<file path="config.mk">
export PLATFORM = sky130hd
export DESIGN_NAME = text_cursor_ctrl
export DESIGN_NICKNAME = d
export VERILOG_FILES = /design/src/rtl/text_cursor_ctrl.sv
export SDC_FILE = /design/constraint.sdc
export NUM_CORES = 1
export LEC_CHECK = 0
export CAP_MARGIN = 20
export CORE_MARGIN = 5
export CORE_UTILIZATION = 55
export CTS_CLUSTER_SIZE = 24
export DETAILED_ROUTE_END_ITERATION = 12
export MAX_ROUTING_LAYER = met4
export PLACE_DENSITY_LB_ADDON = 0.2
export SKIP_LAST_GASP = 1
export SLEW_MARGIN = 0
export SYNTH_ARGS = -nofsm -noshare
export SYNTH_HDL_FRONTEND = slang
export SYNTH_SLANG_ARGS = --single-unit
export TNS_END_PERCENT = 50
</file>
<file path="constraint.sdc">
create_clock -name clk -period 4.35 [get_ports clk]
set_input_delay 0.87 -clock clk [delete_from_list [all_inputs] [get_ports clk]]
set_output_delay 0.87 -clock clk [all_outputs]
set_load 0.01 [all_outputs]
</file>
<file path="src/rtl/text_cursor_ctrl.sv">
// UART-fed text cursor controller: decodes printable/control bytes into text RAM writes.
// Optional cursor blink is enabled by defining CURSOR_BLINK_EN.
module text_cursor_ctrl #(
    parameter int COLS      = 32,
    parameter int ROWS      = 4,
    parameter int BLINK_DIV = 25000000
) (
    input  logic                    clk,
    input  logic                    reset,
    input  logic [7:0]              rx_data,
    input  logic                    rx_valid,
    output logic                    wr_en,
    output logic [$clog2(ROWS)-1:0] wr_row,
    output logic [$clog2(COLS)-1:0] wr_col,
    output logic [7:0]              wr_data,
    output logic [$clog2(ROWS)-1:0] cur_row,
    output logic [$clog2(COLS)-1:0] cur_col,
    output logic                    busy,
    output logic                    drop_err,
    output logic                    cursor_vis
);
    localparam int RW = $clog2(ROWS);
    localparam int CW = $clog2(COLS);
    localparam int PW = RW + CW;
    localparam logic [PW:0] CELLS = (PW+1)'(ROWS * COLS);

    typedef enum logic {IDLE, CLEAR} state_t;
    state_t state;

    // Row-major linear position; power-of-two geometry makes +/-1 wrap for free.
    logic [PW-1:0] pos, pos_inc, pos_dec;
    logic [PW:0]   clr_cnt;
    logic          printable;

    assign pos       = {cur_row, cur_col};
    assign pos_inc   = pos + PW'(1);
    assign pos_dec   = pos - PW'(1);
    assign printable = (rx_data >= 8'h20) && (rx_data <= 8'h7E);

    always_ff @(posedge clk) begin
        if (reset) begin
            state    <= IDLE;
            cur_row  <= '0;
            cur_col  <= '0;
            wr_en    <= 1'b0;
            wr_row   <= '0;
            wr_col   <= '0;
            wr_data  <= '0;
            busy     <= 1'b0;
            drop_err <= 1'b0;
            clr_cnt  <= '0;
        end else begin
            wr_en <= 1'b0;
            case (state)
                IDLE: if (rx_valid) begin
                    if (printable) begin
                        wr_en              <= 1'b1;
                        wr_row             <= cur_row;
                        wr_col             <= cur_col;
                        wr_data            <= rx_data;
                        {cur_row, cur_col} <= pos_inc;
                    end else begin
                        case (rx_data)
                            8'h0D: cur_col <= '0;
                            8'h0A: cur_row <= cur_row + RW'(1);
                            8'h08: if (pos != '0) begin
                                {cur_row, cur_col} <= pos_dec;
                                {wr_row, wr_col}   <= pos_dec;
                                wr_data            <= 8'h20;
                                wr_en              <= 1'b1;
                            end
                            8'h0C: begin
                                // Cell 0 is written on entry so the sweep is exactly ROWS*COLS cycles.
                                state   <= CLEAR;
                                busy    <= 1'b1;
                                wr_en   <= 1'b1;
                                wr_row  <= '0;
                                wr_col  <= '0;
                                wr_data <= 8'h20;
                                clr_cnt <= (PW+1)'(1);
                            end
                            default: ;
                        endcase
                    end
                end
                CLEAR: begin
                    if (rx_valid) drop_err <= 1'b1;
                    if (clr_cnt == CELLS) begin
                        state   <= IDLE;
                        busy    <= 1'b0;
                        cur_row <= '0;
                        cur_col <= '0;
                    end else begin
                        wr_en            <= 1'b1;
                        {wr_row, wr_col} <= clr_cnt[PW-1:0];
                        wr_data          <= 8'h20;
                        clr_cnt          <= clr_cnt + (PW+1)'(1);
                    end
                end
                default: state <= IDLE;
            endcase
        end
    end

`ifdef CURSOR_BLINK_EN
    localparam int BW = (BLINK_DIV > 1) ? $clog2(BLINK_DIV) : 1;
    logic [BW-1:0] blink_cnt;
    logic [PW-1:0] last_pos;

    // A move restarts a full visible phase.
    always_ff @(posedge clk) begin
        if (reset) begin
            blink_cnt  <= '0;
            cursor_vis <= 1'b1;
            last_pos   <= '0;
        end else begin
            last_pos <= pos;
            if (pos != last_pos) begin
                blink_cnt  <= '0;
                cursor_vis <= 1'b1;
            end else if (blink_cnt == BW'(BLINK_DIV - 1)) begin
                blink_cnt  <= '0;
                cursor_vis <= ~cursor_vis;
            end else begin
                blink_cnt <= blink_cnt + BW'(1);
            end
        end
    end
`else
    assign cursor_vis = 1'b1;
`endif

endmodule
</file>
==> out/qor.csv, run 1 <==
metric,value,unit
DRC viols,0,
ranking of synthesized cells by area,"dfxtp_1 (34%), mux2i_1 (5.5%), nor2_1 (4.7%)",
Final Wtd Congestion,0.9368,
Post-synth top flop,dfxtp_1,
Top Layer Used,met4,
Crit. Startpoint,rx_data[6],
Peak VDD IR,0.2768,mV
hold crit path type,reg -> reg,
Die Wd,70.20,um
Finished Cell Area,2440,sq um
Startpoint Class,input pin,
crit-path leading delay family,simple AND/OR/NAND/NOR gates,
post-synth top area cell,dfxtp_1,
I/O pin count,37,
Hold EP,wr_col[3],
Layout area overhead,22.41,%
Yosys top cell area share,34.15,%
layout cells sized above 1,9.125,%
DIE AREA,4928,sq um
Reg2Reg Capture Point,cur_col[3],
"top cells by count, synth","dfxtp_1 (34), nor2_1 (25), nand2_1 (16)",
GRT overflow,0,
gr usage total,19.88,%
Final Hold Violating Endpoints,0,
Metal-1 WL,2281,um
critical path endpoint category,flop,
# hold bufs at CTS,0,
CP cell instances,clkdlybuf4s50_1 -> and4_1 -> a41oi_1 -> buf_4 -> nand4_1 -> nand3_1 -> or4b_1 -> a31oi_1,
most numerous cell in the Yosys netlist,dfxtp_1,
FF-to-FF setup slack,1.82,ns
Gate power share,17.6,%
post-cts gate resize count,0,
CP max-delay cell,clkdlybuf4s50_1,
Post-synth EDFFs,0,
WP depth,8,
CP required,4.62,ns
NumNets Final,277,
Post-Route WL,4739,um
antenna violation net count after detailed routing,0,
Setup CP Type,in -> reg,
Critical Path Max Stage Delay,0.50,ns
final-report max-slew violation count,0,
unrepaired setup endpoints after global routing,false,
count of cell types in the netlist,63,
synthesized area,1993,sq um
Switching Fraction,24.96,%
nets in the synthesized netlist,248,
root buf cell,clkbuf_4,
global-route wire length before repair,7893,um
period utilization,66.59,%
Synth Register Bits,34,
clock power share,38.6,%
TritonRoute pass-1 iters,4,
clk_lat worst skew,0.34,ns
Synth Instances,233,
DP Wirelength,3459,um
IO Port Bufs,35,
DR WL met2,2078,um
crit path time final,2.897,ns
sequential area share after synthesis,34.15,%
clock sink total,34,
initial antenna violation count,0,
largest fanout on the critical path,16,
final clock skew,0.01232,ns
DR vias/cell,5.932,
YS warnings,0,
ys async rst share,0,%
core box area,3416,sq um
Seq pwr share,43.8,%
largest net degree at the start of global routing,26,
Reg2Reg Depth,8,
P_sw,188.8,uW
CTS Buf Count,5,
Power Internal,567.5,uW
Syn Area/Cell,8.554,sq um
vias in the first global route,1699,
placed cells,301,
Max Root-Sink Buffers,2,
static leakage,0.9532,nW
power per cell area,310.0,nW/um^2
CTS tree,built,
post-CTS setup buffers,0,
CP bufs+invs,2,
relative slew slack,45.31,%
Antenna Cells,0,
DR WL met3,325,um
num rows,21,
Hold Startpoint,wr_col[3],
final setup TNS,0,ns
via count,1833,
f_max,0.3452,GHz
outcome,finished clean,
final setup fails,0,
Die Y,70.20,um
max-cap viol count,0,
starting density of the core,58.35,%
final cell count without fillers,309,
hold path depth,2,
clock slew at reported path FFs,0.12,ns
Post-DP Area,2333,sq um
H-tree levels,2,
Avg WL per Cell,15.34,um
FF-to-FF Start,cur_col[0],
WHS,0.4680,ns
CP Data Arrival Time,3.17,ns
DRT iter0 DRCs,178,
Slew @ Worst Pin,0.8193,ns
==> worst max path at each step <==
stage / slack [ns] / to
CTS: 1.49 / cur_row[1]
global route: 1.34 / wr_col[0]
floorplan: 1.96 / cur_row[1]
finish: 1.45 / cur_row[1]
detailed placement: 1.15 / cur_row[1]
global placement: 1.16 / cur_row[1]
==> through the flow <==
step                power (mW)  utilization, %  worst slack, ns
floorplan               0.4225               -            1.958
global placement        0.4692           68.32            1.163
detailed placement      0.4707           68.32            1.152
CTS                     0.7609           71.43            1.485
global route            0.7860           71.43            1.341
finish                  0.7563           71.43            1.453
==> tightest hold or removal path, stage by stage (launching register included) <==
cell and delay, ns:
dfxtp_1 0.33, nand2_1 0.05, a21oi_1 0.05
==> power by group through the flow <==
stage	Combinational [mW]	Clock (mW)	Sequential, mW
after floorplan	0.0836	0	0.339
after global placement	0.131	0	0.338
after detailed placement	0.132	0	0.338
after CTS	0.133	0.296	0.331
after global routing	0.144	0.309	0.333
final	0.133	0.292	0.331
==> cell families (layout without fill, tap and decap cells) <==
logic type	count (synthesis)	after routing	synth area share (%)
adder cells (fa/ha/maj)	4	4	2.511
flip-flops	34	34	34.15
AND/OR/NAND/NOR	98	98	28.00
buffers and inverters	25	55	6.214
multiplexers	11	11	5.524
other	1	1	0.1881
AO/OA/AOI/OAI	52	52	19.90
XOR/XNOR	8	8	3.516
==> flip-flops by register name, summed over array words and instances, names as in the netlist <==
| name | cells |
|---|---|
| cur_col | 5 |
| wr_data | 8 |
| clr_cnt | 8 |
| cur_row | 2 |
| state | 1 |
| wr_col | 5 |
| busy | 1 |
| wr_row | 2 |
| wr_en | 1 |
| drop_err | 1 |
==> placed cells by master, fill, tap and decap left out, types with 4 or more instances in the layout <==
cell type / count
a211o_1: 4
dfxtp_1: 34
inv_1: 9
a21oi_1: 11
clkdlybuf4s50_1: 35
mux2i_1: 11
nand2_1: 16
nand3_1: 10
xnor2_1: 5
nor3_1: 5
and3_1: 10
ha_1: 4
nor2_1: 25
nand4_1: 6
clkbuf_4: 5
==> area by class of cell <==
type / count / area [sq um]
fill: 281 / 975.9
clock buffer: 5 / 37.54
multi-input combinational: 174 / 1189
sequential: 34 / 680.7
inverter: 9 / 33.78
timing repair buffer: 38 / 372.9
tap: 46 / 57.56
clock inverter: 3 / 68.82
==> routing by layer <==
layer  up-vias  global-route usage, %
met4         0                  5.745
met5         -                      -
li1        914                      -
met2        62                  29.70
met3         7                  4.161
met1       850                  27.13
(Power assumes the default switching activity.)
==> inputs of run 2 (changes only) <==
--- a/config.mk
+++ b/config.mk
@@ -7,7 +7,7 @@
 export LEC_CHECK = 0
 export CAP_MARGIN = 20
 export CORE_MARGIN = 5
-export CORE_UTILIZATION = 55
+export CORE_UTILIZATION = 47
 export CTS_CLUSTER_SIZE = 24
 export DETAILED_ROUTE_END_ITERATION = 12
 export MAX_ROUTING_LAYER = met4
==> constraint.sdc (replaced) <==
create_clock -name clk -period 2.65 [get_ports clk]
set_input_delay 0.53 -clock clk [delete_from_list [all_inputs] [get_ports clk]]
set_output_delay 0.53 -clock clk [all_outputs]
set_load 0.01 [all_outputs]
==> run 2 against run 1 <==
Final cell count increased by 9.4%. Hold slack got worse by 0.012 ns. Clock power increased by 100%. Sequential share of layout area decreased by 2.5 points. Via count increased by 8.0%. Non-clock buffer count increased by 25. Global-route usage increased by 0.84 points. Register-to-register slack got worse by 1.6 ns. Die area increased by 15%. Cell area increased by 9.7%. Combinational power increased by 88%. Largest power group is now clock.
==> out/qor.csv, run 2 (synthesis gave the netlist of run 1 again) <==
metric,value,unit,change
crit path to,clr_cnt[5],,
DIE AREA,5643,sq um,+15%
power per cell area,514.5,nW/um^2,+66%
unrepaired setup endpoints after global routing,false,,
Post-Route WL,5238,um,+11%
root buf cell,clkbuf_8,,
Seq pwr share,39.2,%,-4.6 points
IO Port Bufs,35,,unchanged
gr usage total,20.73,%,+0.84 points
top flop regs,"clr_cnt x8, wr_data x8",,
post-cts gate resize count,0,,unchanged
H-tree levels,2,,unchanged
Final Hold Violating Endpoints,0,,unchanged
crit-path leading delay family,simple AND/OR/NAND/NOR gates,,
relative slew slack,67.40,%,+22 points
Setup CP Type,in -> reg,,
Power Internal,1.033,mW,+82%
clock power share,42.6,%,+4.0 points
period utilization,90.93,%,
Reg2Reg Depth,9,,+1
layout cells sized above 1,17.01,%,+7.9 points
final clock skew,0.003337,ns,-0.008983 ns
Die Wd,75.12,um,+7.0%
Critical Path Max Stage Delay,0.57,ns,+0.07 ns
TritonRoute pass-1 iters,4,,unchanged
CP Data Arrival Time,2.60,ns,-0.57 ns
Peak VDD IR,0.3263,mV,+18%
core box area,4058,sq um,+19%
CP cell instances,clkdlybuf4s50_1 -> nor4b_2 -> nand3_1 -> a2111oi_2 -> nand3_1 -> xor2_1 -> nor2_1,,
DRT iter0 DRCs,100,,-44%
critical path endpoint category,flop,,
largest fanout on the critical path,5,,-11
# hold bufs at CTS,0,,unchanged
largest net degree at the start of global routing,26,,unchanged
WP depth,7,,-1
Antenna Cells,0,,unchanged
WHS,0.4559,ns,-0.01207 ns
max-cap viol count,0,,unchanged
Layout area overhead,34.28,%,
Final Wtd Congestion,0.8747,,-6.6%
DP Wirelength,3765,um,+8.8%
f_max,0.4150,GHz,
post-CTS setup buffers,0,,unchanged
CP max-delay cell,clkdlybuf4s50_1,,
FF-to-FF setup slack,0.26,ns,-1.56 ns
Switching Fraction,24.96,%,about the same
Max Root-Sink Buffers,2,,unchanged
Reg2Reg Capture Point,cur_col[4],,
global-route wire length before repair,8631,um,+9.4%
I/O pin count,37,,unchanged
Slew @ Worst Pin,0.4822,ns,-0.3371 ns
Avg WL per Cell,15.50,um,+1.0%
clock slew at reported path FFs,0.08,ns,-0.04 ns
GRT overflow,0,,unchanged
DR vias/cell,5.855,,-1.3%
Startpoint Class,input pin,,
num rows,23,,+9.5%
vias in the first global route,1845,,+8.6%
outcome,finished clean,,
CP required,2.84,ns,-1.78 ns
Crit. Startpoint,rx_data[2],,
via count,1979,,+8.0%
Crit path top cell by count,nand3_1,,
P_sw,343.6,uW,+82%
hold crit path type,reg -> reg,,
most frequent cells in the layout,"clkdlybuf4s50_1 (35), dfxtp_1 (34), buf_4 (27), nor2_1 (25), nand2_1 (16)",,
DRC viols,0,,unchanged
CP bufs+invs,1,,-1
Gate power share,18.2,%,+0.6 points
most common library cell in the layout ignoring fill and taps,clkdlybuf4s50_1,,
CTS tree,built,,
clk_lat worst skew,0.29,ns,-0.05 ns
final cell count without fillers,338,,+9.4%
static leakage,1.091,nW,+15%
CTS Buf Count,5,,unchanged
initial antenna violation count,0,,unchanged
FF-to-FF Start,cur_col[0],,
final setup fails,0,,unchanged
clock sink total,34,,unchanged
Tot Pwr,1.377,mW,+82%
starting density of the core,49.12,%,-9.2 points
final-report max-slew violation count,0,,unchanged
NumNets Final,302,,+9.0%
placed cells,330,,+9.6%
crit path time final,2.410,ns,
Die Y,75.12,um,+7.0%
antenna violation net count after detailed routing,0,,unchanged
[run 2: cell type report]
class,count,area [sq um]
well taps,50,62.56
inverters,9,33.78
multi-input cells,174,1189
clock buffers,5,68.82
repair buffers,63,573.1
clock inverters,3,68.82
fillers,359,1381
flip-flops and latches,34,680.7
[run 2: stage by stage]
stage	area [sq um]	util, %	setup WS [ns]	setup TNS [ns]
final	2676	65.96	0.2404	0
after global routing	2676	65.96	0.1017	0
after CTS	2676	65.96	0.2493	0
after detailed placement	2539	62.57	-0.04595	-0.2843
after global placement	2539	62.57	-0.06212	-0.1692
after floorplan	1993	-	0.4082	0
[run 2: power groups by stage]
stage	Clock [mW]	Sequential, mW	Combinational (mW)
global route	0.616	0.542	0.271
floorplan	0	0.556	0.137
global placement	0	0.552	0.245
detailed placement	0	0.552	0.247
finish	0.587	0.540	0.250
CTS	0.598	0.540	0.251
[run 2: worst min path at each step]
| stage | to | cells past startpoint | start |
|---|---|---|---|
| detailed placement | wr_col[2] | 2 | wr_col[2] |
| finish | wr_col[2] | 2 | wr_col[2] |
| global route | wr_col[2] | 2 | wr_col[2] |
| global placement | wr_col[3] | 2 | wr_col[3] |
| floorplan | busy | 2 | busy |
| CTS | wr_col[2] | 2 | wr_col[2] |
[run 2: layer usage]
| layer | vias up | wire length [um] | global-route usage, % |
|---|---|---|---|
| li1 | 966 | - | - |
| met1 | 921 | 2351 | 25.90 |
| met2 | 82 | 2322 | 31.53 |
| met3 | 10 | 478 | 5.073 |
| met4 | 0 | 86 | 9.289 |
| met5 | - | 0 | - |
[run 2: tightest hold or removal path: stages, from the launching register on]
cell,delay (ns)
dfxtp_1,0.31
nand2_1,0.05
a21oi_1,0.05
==> inputs of run 3 (changes only) <==
--- a/config.mk
+++ b/config.mk
@@ -17,4 +17,3 @@
 export SYNTH_ARGS = -nofsm -noshare
 export SYNTH_HDL_FRONTEND = slang
 export SYNTH_SLANG_ARGS = --single-unit
-export TNS_END_PERCENT = 50
==> results of run 3 <==
Same layout as run 2: the final DEF is identical, and so are final timing and power.
